`src/rtl/div_unit_pkg.sv`:
```
// Shared definitions for the multi-cycle DIV/DIVU engine: FSM states, default width and
// the decode function codes IDU/EXU use to steer DIV/DIVU into this unit.
package div_unit_pkg;

  localparam int unsigned DivWidth = 32;

  // SPECIAL-opcode function fields for the two divide instructions
  localparam logic [5:0] FunctDiv  = 6'h1a;
  localparam logic [5:0] FunctDivu = 6'h1b;

  typedef enum logic [1:0] {
    DivIdle = 2'd0,
    DivBusy = 2'd1,
    DivFix  = 2'd2,
    DivDone = 2'd3
  } divState_e;

endpackage

```
`src/rtl/div_unit.sv`:
```
// Radix-2 restoring divider, one quotient bit per cycle, fixed WIDTH+2 latency.
// Produces a single LO/HI write pulse in the same form EXU drives into HiLo.
module div_unit
  import div_unit_pkg::*;
#(
  parameter int unsigned WIDTH = DivWidth
) (
  input  logic             clk,
  input  logic             rst,
  input  logic             start,
  input  logic             signed_i,
  input  logic [WIDTH-1:0] dividend,
  input  logic [WIDTH-1:0] divisor,
  input  logic             cancel,
  output logic             stall,
  output logic             done,
  output logic [WIDTH-1:0] wLoData,
  output logic             wlo,
  output logic [WIDTH-1:0] wHiData,
  output logic             whi
);

  localparam int unsigned CntW = $clog2(WIDTH) + 1;
  localparam logic [CntW-1:0] LastCnt = CntW'(WIDTH - 1);

  typedef struct packed {
    logic [WIDTH-1:0] rem;
    logic [WIDTH-1:0] quo;
  } divStep_t;

  // One restoring step: shift the next dividend bit into the partial remainder and
  // subtract the divisor only when that does not borrow.
  function automatic divStep_t divStep(input logic [WIDTH-1:0] rem,
                                       input logic [WIDTH-1:0] quo,
                                       input logic [WIDTH-1:0] dvs);
    divStep_t   res;
    logic [WIDTH:0] partial;
    logic [WIDTH:0] trial;
    partial = {rem, quo[WIDTH-1]};
    trial   = partial - {1'b0, dvs};
    res.rem = trial[WIDTH] ? partial[WIDTH-1:0] : trial[WIDTH-1:0];
    res.quo = {quo[WIDTH-2:0], ~trial[WIDTH]};
    return res;
  endfunction

  divState_e        stateQ, stateD;
  logic [CntW-1:0]  cntQ, cntD;
  logic [WIDTH-1:0] remQ, remD;
  logic [WIDTH-1:0] quoQ, quoD;
  logic [WIDTH-1:0] dvsQ, dvsD;
  logic             qNegQ, qNegD;
  logic             rNegQ, rNegD;
  logic [WIDTH-1:0] loQ, loD;
  logic [WIDTH-1:0] hiQ, hiD;

  logic             aNeg, bNeg;
  logic [WIDTH-1:0] absA, absB;
  divStep_t         step;

  assign aNeg = signed_i & dividend[WIDTH-1];
  assign bNeg = signed_i & divisor[WIDTH-1];
  assign absA = aNeg ? -dividend : dividend;
  assign absB = bNeg ? -divisor  : divisor;
  assign step = divStep(remQ, quoQ, dvsQ);

  always_ff @(posedge clk) begin
    if (rst) begin
      stateQ <= DivIdle;
      cntQ   <= '0;
      remQ   <= '0;
      quoQ   <= '0;
      dvsQ   <= '0;
      qNegQ  <= 1'b0;
      rNegQ  <= 1'b0;
      loQ    <= '0;
      hiQ    <= '0;
    end else begin
      stateQ <= stateD;
      cntQ   <= cntD;
      remQ   <= remD;
      quoQ   <= quoD;
      dvsQ   <= dvsD;
      qNegQ  <= qNegD;
      rNegQ  <= rNegD;
      loQ    <= loD;
      hiQ    <= hiD;
    end
  end

  always_comb begin
    stateD = stateQ;
    cntD   = cntQ;
    remD   = remQ;
    quoD   = quoQ;
    dvsD   = dvsQ;
    qNegD  = qNegQ;
    rNegD  = rNegQ;
    loD    = loQ;
    hiD    = hiQ;
    stall  = 1'b0;
    done   = 1'b0;

    unique case (stateQ)
      DivIdle: begin
        // Stall is combinational on start so EXU freezes in the request cycle itself
        if (start && !cancel) begin
          stall  = 1'b1;
          stateD = DivBusy;
          cntD   = '0;
          remD   = '0;
          quoD   = absA;
          dvsD   = absB;
          qNegD  = aNeg ^ bNeg;
          rNegD  = aNeg;
        end
      end
      DivBusy: begin
        stall = 1'b1;
        remD  = step.rem;
        quoD  = step.quo;
        cntD  = cntQ + 1'b1;
        if (cntQ == LastCnt) begin
          stateD = DivFix;
        end
      end
      DivFix: begin
        stall  = 1'b1;
        stateD = DivDone;
        // A flushed divide leaves the previous result on the write buses
        if (!cancel) begin
          loD = qNegQ ? -quoQ : quoQ;
          hiD = rNegQ ? -remQ : remQ;
        end
      end
      DivDone: begin
        done   = !cancel;
        stateD = DivIdle;
      end
      default: stateD = DivIdle;
    endcase

    if (cancel) begin
      stateD = DivIdle;
    end
  end

  assign wLoData = loQ;
  assign wHiData = hiQ;
  assign wlo     = done;
  assign whi     = done;

endmodule

```
`config.mk`:
```
export PLATFORM = sky130hd
export DESIGN_NAME = div_unit
export DESIGN_NICKNAME = d
export VERILOG_FILES = /design/src/rtl/div_unit_pkg.sv /design/src/rtl/div_unit.sv
export SDC_FILE = /design/constraint.sdc
export NUM_CORES = 1
export LEC_CHECK = 0
export CORE_UTILIZATION = 60
export DETAILED_ROUTE_END_ITERATION = 16
export MAX_ROUTING_LAYER = met4
export PLACE_DENSITY = 0.83
export SYNTH_ARGS = -nofsm -noshare
export SYNTH_HDL_FRONTEND = slang
export SYNTH_SLANG_ARGS = --single-unit
```
`constraint.sdc`:
```
create_clock -name clk -period 5 [get_ports clk]
set_input_delay 1.25 -clock clk [delete_from_list [all_inputs] [get_ports clk]]
set_output_delay 1.25 -clock clk [all_outputs]
set_load 0.05 [all_outputs]
```
==> results of run 1 <==
-- layer usage --
layer	vias up	part of all wire, %	track usage [%]
li1	5169	-	-
met1	4773	48	45.2
met2	394	42	44.0
met3	43	8.2	5.67
met4	0	1.4	8.33
met5	-	0	-
-- per-stage QoR --
step                hold WS, ns  instance area [um^2]  std cells
floorplan                 0.432                 10800       1394
finish                    0.450                 12800       1714
CTS                       0.453                 12800       1714
detailed placement        0.445                 12200       1682
global placement          0.441                 12200       1682
global route              0.471                 12800       1714
-- cell type report --
| class | instances | area (um^2) |
|---|---|---|
| multi-input cells | 1086 | 6870 |
| fillers | 1372 | 4630 |
| flip-flops and latches | 170 | 3400 |
| repair buffers | 148 | 1450 |
| clock buffers | 17 | 425 |
| well taps | 225 | 282 |
| inverters | 53 | 199 |
| clock inverters | 15 | 164 |
-- worst min path at each step --
| stage | startpoint | cells after the start | slack [ns] | endpoint |
|---|---|---|---|---|
| floorplan | dvsQ[20] | 2 | 0.43 | dvsQ[20] |
| global placement | dvsQ[24] | 2 | 0.44 | dvsQ[24] |
| detailed placement | dvsQ[28] | 2 | 0.45 | dvsQ[28] |
| CTS | dvsQ[28] | 2 | 0.45 | dvsQ[28] |
| global route | dvsQ[24] | 2 | 0.47 | dvsQ[24] |
| finish | dvsQ[28] | 2 | 0.45 | dvsQ[28] |
-- cells in the final DEF (no fill, tap or decap), types with 10 or more instances in the layout --
| master | count |
|---|---|
| nand2_1 | 172 |
| dfxtp_1 | 170 |
| nor2_1 | 149 |
| clkdlybuf4s50_1 | 135 |
| o21ai_0 | 101 |
| a21oi_1 | 101 |
| xor2_1 | 91 |
| a211oi_1 | 83 |
| inv_1 | 53 |
| xnor2_1 | 50 |
| ha_1 | 42 |
| o31ai_1 | 31 |
| mux2i_1 | 22 |
| nor3_1 | 20 |
| clkbuf_16 | 17 |
| o41ai_1 | 16 |
| nor4_1 | 15 |
| or4_1 | 14 |
| nand3_1 | 14 |
| or3_1 | 13 |
| buf_4 | 13 |
| nand2b_1 | 12 |
| a21o_1 | 12 |
| o211ai_1 | 12 |
| nand4_1 | 10 |
-- worst max-delay path, stage by stage --
cell	delay, ns
clkdlybuf4s50_1	0.56
nor3b_2	0.25
nor2_1	0.06
nor2_1	0.10
clkdlybuf4s50_1	0.81
-- cells by family (layout without fill, tap and decap cells) --
| family | after synthesis | after routing | synth area share, % |
|---|---|---|---|
| AO/OA/AOI/OAI | 421 | 421 | 25.4 |
| XOR/XNOR | 141 | 141 | 11.5 |
| adder cells (fa/ha/maj) | 43 | 43 | 5.07 |
| buffers and inverters | 138 | 233 | 4.89 |
| flip-flops | 170 | 170 | 31.6 |
| multiplexers | 23 | 23 | 2.14 |
| AND/OR/NAND/NOR | 458 | 458 | 19.4 |
-- power groups by stage --
| stage | Sequential (uW) | Clock, uW | Combinational [uW] |
|---|---|---|---|
| 6_report | 1450 | 1340 | 624 |
| 3_3_place_gp | 1470 | 0 | 600 |
| 4_1_cts | 1440 | 1350 | 616 |
| 2_1_floorplan | 1470 | 0 | 427 |
| 5_1_grt | 1450 | 1410 | 686 |
| 3_5_place_dp | 1480 | 0 | 612 |
-- state kept, by name, indices dropped and copies added, names as in the netlist --
signal	count
qNegQ	1
rNegQ	1
stateQ	2
cntQ	6
quoQ	32
wLoData	32
wHiData	32
remQ	32
dvsQ	32
==> impl_metrics.ini, run 1 <==
[drt]
wl_per_cell_um = 16.0
finalWirelength_um = 27500
dr.pass1.iters = 6
drc_errors = 0
drtIter0Drc = 910
vias_per_cell = 6.06
vias = 10379
detail-route-antenna-nets = 0

[cells_and_area]
utilization_pct = 73.4
drive_gt1_share_pct = 4.23
final_nets = 1588
area_growth_pct = 18.8
num_antenna_cells = 0

[worst_setup_path]
required_ns = 3.75
crit_path_start_kind = input port
rr_endpoint = remQ[31]
cp-endpoint = stall
timing.rr.start = quoQ[31]
startpoint = cancel
critical_path_class = in2out
reg2reg_depth = 13
endpoint_kind = output port
arrival_ns = 3.03
r2r_slack_ns = 1.19
cp_max_fo = 8

[floorplanning]
die_h_um = 136
die_x_um = 136
die_area_um2 = 18500
rows = 48
start_util_pct = 61.8
coreArea_um2 = 17400
ioPinCount = 137

[synth]
async_flop_share_pct = 0
syn-cell-area_um2 = 10800
synth_top_cells_by_count = nand2_1 (172), dfxtp_1 (170), nor2_1 (149)
synthDistinctLibCells = 67
synth_edf_count = 0
syn_avg_cell_area_um2 = 7.72
synth_most_common_cell = nand2_1
syn_inst = 1394
yosys_register_bits = 170
netlist_top_cells_area = dfxtp_1 (32%), xor2_1 (7.4%), nand2_1 (6.0%)
synth_ff_type = dfxtp_1
synth_top_cell_area_share_pct = 31.6
ys.warnings.count = 0
synth_seq_area_share_pct = 31.6
yosys.area.top_type = dfxtp_1
syn_nets = 1506

[global_routing]
grt_pass1_wl_um = 44800
antenna_found_initial = 0
grt_max_degree = 72
first_global_vias = 9018
grt.total_usage_pct = 31.2
grt_overflow = 0

[clock_network]
cts_sinks = 170
cts_tree = done
clock_latency_ns = 0.45
clock-root-buffer = clkbuf_16
cts_inserted_buffers = 17
hold_buffers = 0
post_cts_buffers = 0
cts_resized = 0
cts_max_level = 4
clockBufferDepth = 2
path_clk_slew_ns = 0.07

[placed_design]
dp_slack_ns = 0.519
port_buffers = 136
place_congestion = 0.929
dp_hpwl_um = 20300

[power_and_ir_drop]
clkPwrFrac_pct = 39.3
p_int_uw = 2370
max-vdd-ir-drop_v = 0.000250
p_leak_uw = 0.00466
swShare_pct = 30.6
pwr-share-comb_pct = 18.3
share_seq_of_total_power_pct = 42.4
power_uw = 3410
switchingPower_uw = 1040
pwr_density_cell_nw_per_um2 = 267

[sta]
rsz0062_at_grt = no
setup_viol = 0
min_period_ns = 4.28
tightestPinTransition_ns = 1.05
post-route-period-util_pct = 85.7
finalClockSkew_ns = 0.0102
report.final.slew_viol_count = 0
timing.fmax_mhz = 233
slew_headroom_pct = 30.0
hold_violations = 0
fin_ws_ns = 0.717
setup-tns-final_ns = 0

[run]
maxCapViolations = 0

[hold_path]
hold_path.class = reg2reg

[status]
status = complete, no violations
No activity file was read; power rests on OpenSTA's default activity.
==> run 2: changes to the inputs <==
--- a/config.mk
+++ b/config.mk
@@ -10,4 +10,5 @@
 export MAX_ROUTING_LAYER = met4
 export PLACE_DENSITY = 0.83
+export SETUP_SLACK_MARGIN = 0.2
 export SYNTH_ARGS = -nofsm -noshare
 export SYNTH_HDL_FRONTEND = slang
==> constraint.sdc (replaced) <==
create_clock -name clk -period 5 [get_ports clk]
set_input_delay 0.75 -clock clk [delete_from_list [all_inputs] [get_ports clk]]
set_output_delay 0.75 -clock clk [all_outputs]
set_load 0.05 [all_outputs]
==> impl_metrics.ini, run 2 (synthesized netlist as in run 1, its figures left out) <==
[status]
status = complete, no violations

[global_routing]
antenna_found_initial = 0
first_global_vias = 8904
grt_pass1_wl_um = 44300
grt_max_degree = 72
grt_overflow = 0
grt.total_usage_pct = 30.9

[clock_network]
clock_latency_ns = 0.43
cts_tree = done
cts_max_level = 4
cts_sinks = 170
clockBufferDepth = 2
post_cts_buffers = 0
path_clk_slew_ns = 0.07
cts_resized = 0
clock-root-buffer = clkbuf_16
hold_buffers = 0
cts_inserted_buffers = 17

[worst_setup_path]
critical_path_class = in2reg
cp_max_fo = 4
endpoint_kind = flip-flop
path_cells = clkdlybuf4s50_1, or4_1, or4_1, o41ai_1, a21boi_1, nand2_1, xnor2_1, o211ai_1, o21ai_0, nor2_1
crit_family = compound AO/OA/AOI/OAI gates
arrival_ns = 3.88
crit_path_start_kind = input port
cp_common_cell = or4_1
required_ns = 5.30
crit_buf_inv = 1
cpPeakStageDelay_ns = 0.69
crit_slowest_cell = o41ai_1

[power_and_ir_drop]
pwr_density_cell_nw_per_um2 = 261
p_leak_uw = 0.00463
max-vdd-ir-drop_v = 0.000242

[sta]
setup-tns-final_ns = 0
setup_viol = 0
finalClockSkew_ns = 0.00968
timing.fmax_mhz = 279
report.final.slew_viol_count = 0
post-route-period-util_pct = 71.7
hold_violations = 0
min_period_ns = 3.58
tightestPinTransition_ns = 1.02
slew_headroom_pct = 31.8
rsz0062_at_grt = no

[run]
maxCapViolations = 0

[cells_and_area]
num_antenna_cells = 0
layout_common_cells = nand2_1 (172), dfxtp_1 (170), nor2_1 (149)
stdcell_count = 1714
final_common_cell = nand2_1
drive_gt1_share_pct = 4.16
final_nets = 1588
fillCellCount = 1391
area_growth_pct = 18.5

[drt]
drc_errors = 0
finalWirelength_um = 27800
wl_per_cell_um = 16.2
dr.pass1.iters = 5
detail-route-antenna-nets = 0
drtIter0Drc = 869
vias_per_cell = 5.99
vias = 10264

[floorplanning]
ioPinCount = 137
coreArea_um2 = 17400
start_util_pct = 61.8
die_h_um = 136
die_x_um = 136
rows = 48
die_area_um2 = 18500

[placed_design]
port_buffers = 136
dp_hpwl_um = 20500
place_congestion = 0.918
dp_cells = 1682

[hold_path]
hold_path.class = reg2reg
## run 2: path summary, 6_finish.rpt
path	startpoint	end	slack, ns	depth (start not counted)
max	dividend[12]	quoQ[26]	1.42	10
min	dvsQ[24]	dvsQ[24]	0.45	2
max reg2reg	quoQ[31]	remQ[31]	1.45	13
min reg2reg	dvsQ[24]	dvsQ[24]	0.45	2
## run 2: worst register-to-register path, delay by kind of cell (launching register included)
kind	cells	cell delay [ns]
AOI/OAI and AO/OA	5	1.32
and+or+nand+nor	3	0.63
buffers and inverters	2	0.48
adders and majority gates	2	0.39
DFF	1	0.38
muxes	1	0.30
## run 2: stage by stage
stage               hold WS [ns]  setup WS (ns)  util (%)  area (um^2)  total power [uW]
global placement           0.438           1.13      70.0        12200              2070
CTS                        0.454           1.44      73.3        12800              3330
detailed placement         0.448           1.08      70.0        12200              2090
finish                     0.452           1.42      73.3        12800              3330
floorplan                  0.432           1.85         -        10800              1890
global route               0.473           1.20      73.3        12800              3460
## run 2: final cells by class
type / count / area, um^2 / share of cell area, %
inverter: 53 / 199 / 1.56
tap: 225 / 282 / 2.21
timing repair buffer: 148 / 1450 / 11.4
sequential: 170 / 3400 / 26.7
clock inverter: 14 / 131 / 1.03
clock buffer: 18 / 429 / 3.36
multi-input combinational: 1086 / 6870 / 53.8
## run 2: power by group
part | switching, uW | leakage, uW | total, uW | internal [uW]
Combinational | 365 | 0.00299 | 625 | 261
Sequential | 51.6 | 0.00138 | 1450 | 1400
Clock | 599 | 0.000258 | 1250 | 655
Total | 1020 | 0.00463 | 3330 | 2310
## run 2: metal layers
layer  track usage [%]  up-vias  share of wire, %
li1                  -     5173                 -
met1              44.3     4645                47
met2              44.6      413                42
met3              4.81       33               8.7
met4              8.33        0               1.3
met5                 -        -                 0
==> run 3: changes to the inputs <==
- CORE_UTILIZATION: 60 -> 57
- PLACE_DENSITY: 0.83 -> 0.79
- clock period: 5 -> 3.6 ns (I/O delays scaled with it)
==> impl_metrics.ini, run 3 (synthesized netlist as in run 1, its figures left out) <==
[status]
status = complete, no violations

[sta]
report.final.slew_viol_count = 0
rsz0062_at_grt = yes
slew_headroom_pct = 32.1
hold_violations = 0
min_period_ns = 3.30
finalClockSkew_ns = 0.0108
post-route-period-util_pct = 91.6
timing.fmax_mhz = 303
setup_viol = 0
tightestPinTransition_ns = 1.02
setup-tns-final_ns = 0

[worst_setup_path]
cp_max_fo = 6
endpoint_kind = flip-flop
critical_path_class = reg2reg
arrival_ns = 3.63
required_ns = 3.93
crit_path_start_kind = flip-flop

[clock_network]
cts_max_level = 4
post_cts_buffers = 0
path_clk_slew_ns = 0.07
cts_sinks = 170
cts_inserted_buffers = 17
clockBufferDepth = 2
clock-root-buffer = clkbuf_16
clock_latency_ns = 0.44
cts_tree = done

[power_and_ir_drop]
share_seq_of_total_power_pct = 42.6
p_leak_uw = 0.00476
pwr_density_cell_nw_per_um2 = 364
max-vdd-ir-drop_v = 0.000322
p_int_uw = 3250
switchingPower_uw = 1480
clkPwrFrac_pct = 38.8
swShare_pct = 31.3
pwr-share-comb_pct = 18.6

[global_routing]
grt_max_degree = 112
grt_overflow = 0
grt_pass1_wl_um = 44900
antenna_found_initial = 0
grt.total_usage_pct = 29.1
first_global_vias = 8980

[placed_design]
placed_area_um2 = 12400
port_buffers = 136
place_congestion = 0.972
dp_hpwl_um = 20400

[drt]
drc_errors = 0
vias_per_cell = 5.93
dr.pass1.iters = 6
wl_per_cell_um = 15.9
drtIter0Drc = 1011
detail-route-antenna-nets = 0
finalWirelength_um = 27600
vias = 10281

[floorplanning]
coreArea_um2 = 18200
die_x_um = 139
die_area_um2 = 19400
start_util_pct = 59.1
rows = 49
die_h_um = 139
ioPinCount = 137

[cells_and_area]
drive_gt1_share_pct = 5.58
area_growth_pct = 20.7
final_nets = 1605
stdcell_area_um2 = 13000
final_common_cell = nand2_1
num_antenna_cells = 0
layout_common_cells = nand2_1 (172), dfxtp_1 (169), nor2_1 (149)

[run]
maxCapViolations = 0

[hold_path]
hold_path.class = reg2reg
[run 3: cell count changes in the layout (fill, tap and decap cells not counted), moves of 2 or more]
cell	previous run	this run
buf_4	13	27
clkinvlp_4	5	0
buf_12	0	3
clkinv_8	1	4
inv_8	3	5
nor4_1	15	13
nor4_2	0	2
[run 3: path summary, 6_finish.rpt]
| path | startpoint | endpoint | slack [ns] | cells past startpoint |
|---|---|---|---|---|
| worst max-delay path | quoQ[7] | wLoData[30] | 0.30 | 9 |
| worst min-delay path | dvsQ[22] | dvsQ[22] | 0.45 | 2 |
| worst max register to register | quoQ[7] | wLoData[30] | 0.30 | 9 |
| worst min register to register | dvsQ[22] | dvsQ[22] | 0.45 | 2 |
[run 3: routing by layer]
layer  routed length, um  vias up  track usage, %  share of wire, %
met5                   0        -               -                 0
met4                 404        0            7.25               1.5
met3                2310       41            4.27               8.4
met2               11500      420            40.9                41
met1               13500     4631            43.2                49
li1                    -     5189               -                 -
[run 3: area by class of cell]
type	instances	area, um^2
Inverter	53	199
Tap cell	229	287
Clock inverter	15	174
Clock buffer	17	425
Sequential cell	170	3400
Timing Repair Buffer	165	1610
Fill cell	1472	5220
Multi-Input combinational cell	1086	6890
[run 3: metrics by stage]
step | util [%] | total power (uW) | instances | hold slack, ns | setup slack, ns
floorplan | - | 2630 | 1394 | 0.432 | 0.493
global placement | 67.9 | 2890 | 1703 | 0.440 | 0.103
detailed placement | 67.9 | 2910 | 1703 | 0.446 | 0.0453
CTS | 71.2 | 4720 | 1735 | 0.454 | 0.274
global route | 71.3 | 4940 | 1735 | 0.469 | 0.187
finish | 71.3 | 4720 | 1735 | 0.451 | 0.302
[run 3: repair_timing]
item / in CTS / in global routing
gates resized for setup: 0 / 5
setup endpoints to repair: 0 / 9
hold buffers: 0 / 0
[run 3: power groups by stage]
stage / registers, uW / clock network (uW) / logic (uW)
global route: 2020 / 1950 / 966
floorplan: 2040 / 0 / 593
CTS: 2000 / 1850 / 868
global placement: 2040 / 0 / 847
detailed placement: 2050 / 0 / 862
finish: 2010 / 1830 / 879
[run 3: worst max-delay path, stage by stage, from the launching register on]
cell and delay [ns]:
dfxtp_1 0.37, or4_4 0.55, or4_4 0.45, or3_4 0.35, or2_1 0.24, or4_4 0.47
nand2b_4 0.18, o41ai_4 0.24, xnor2_1 0.12, a22o_1 0.21
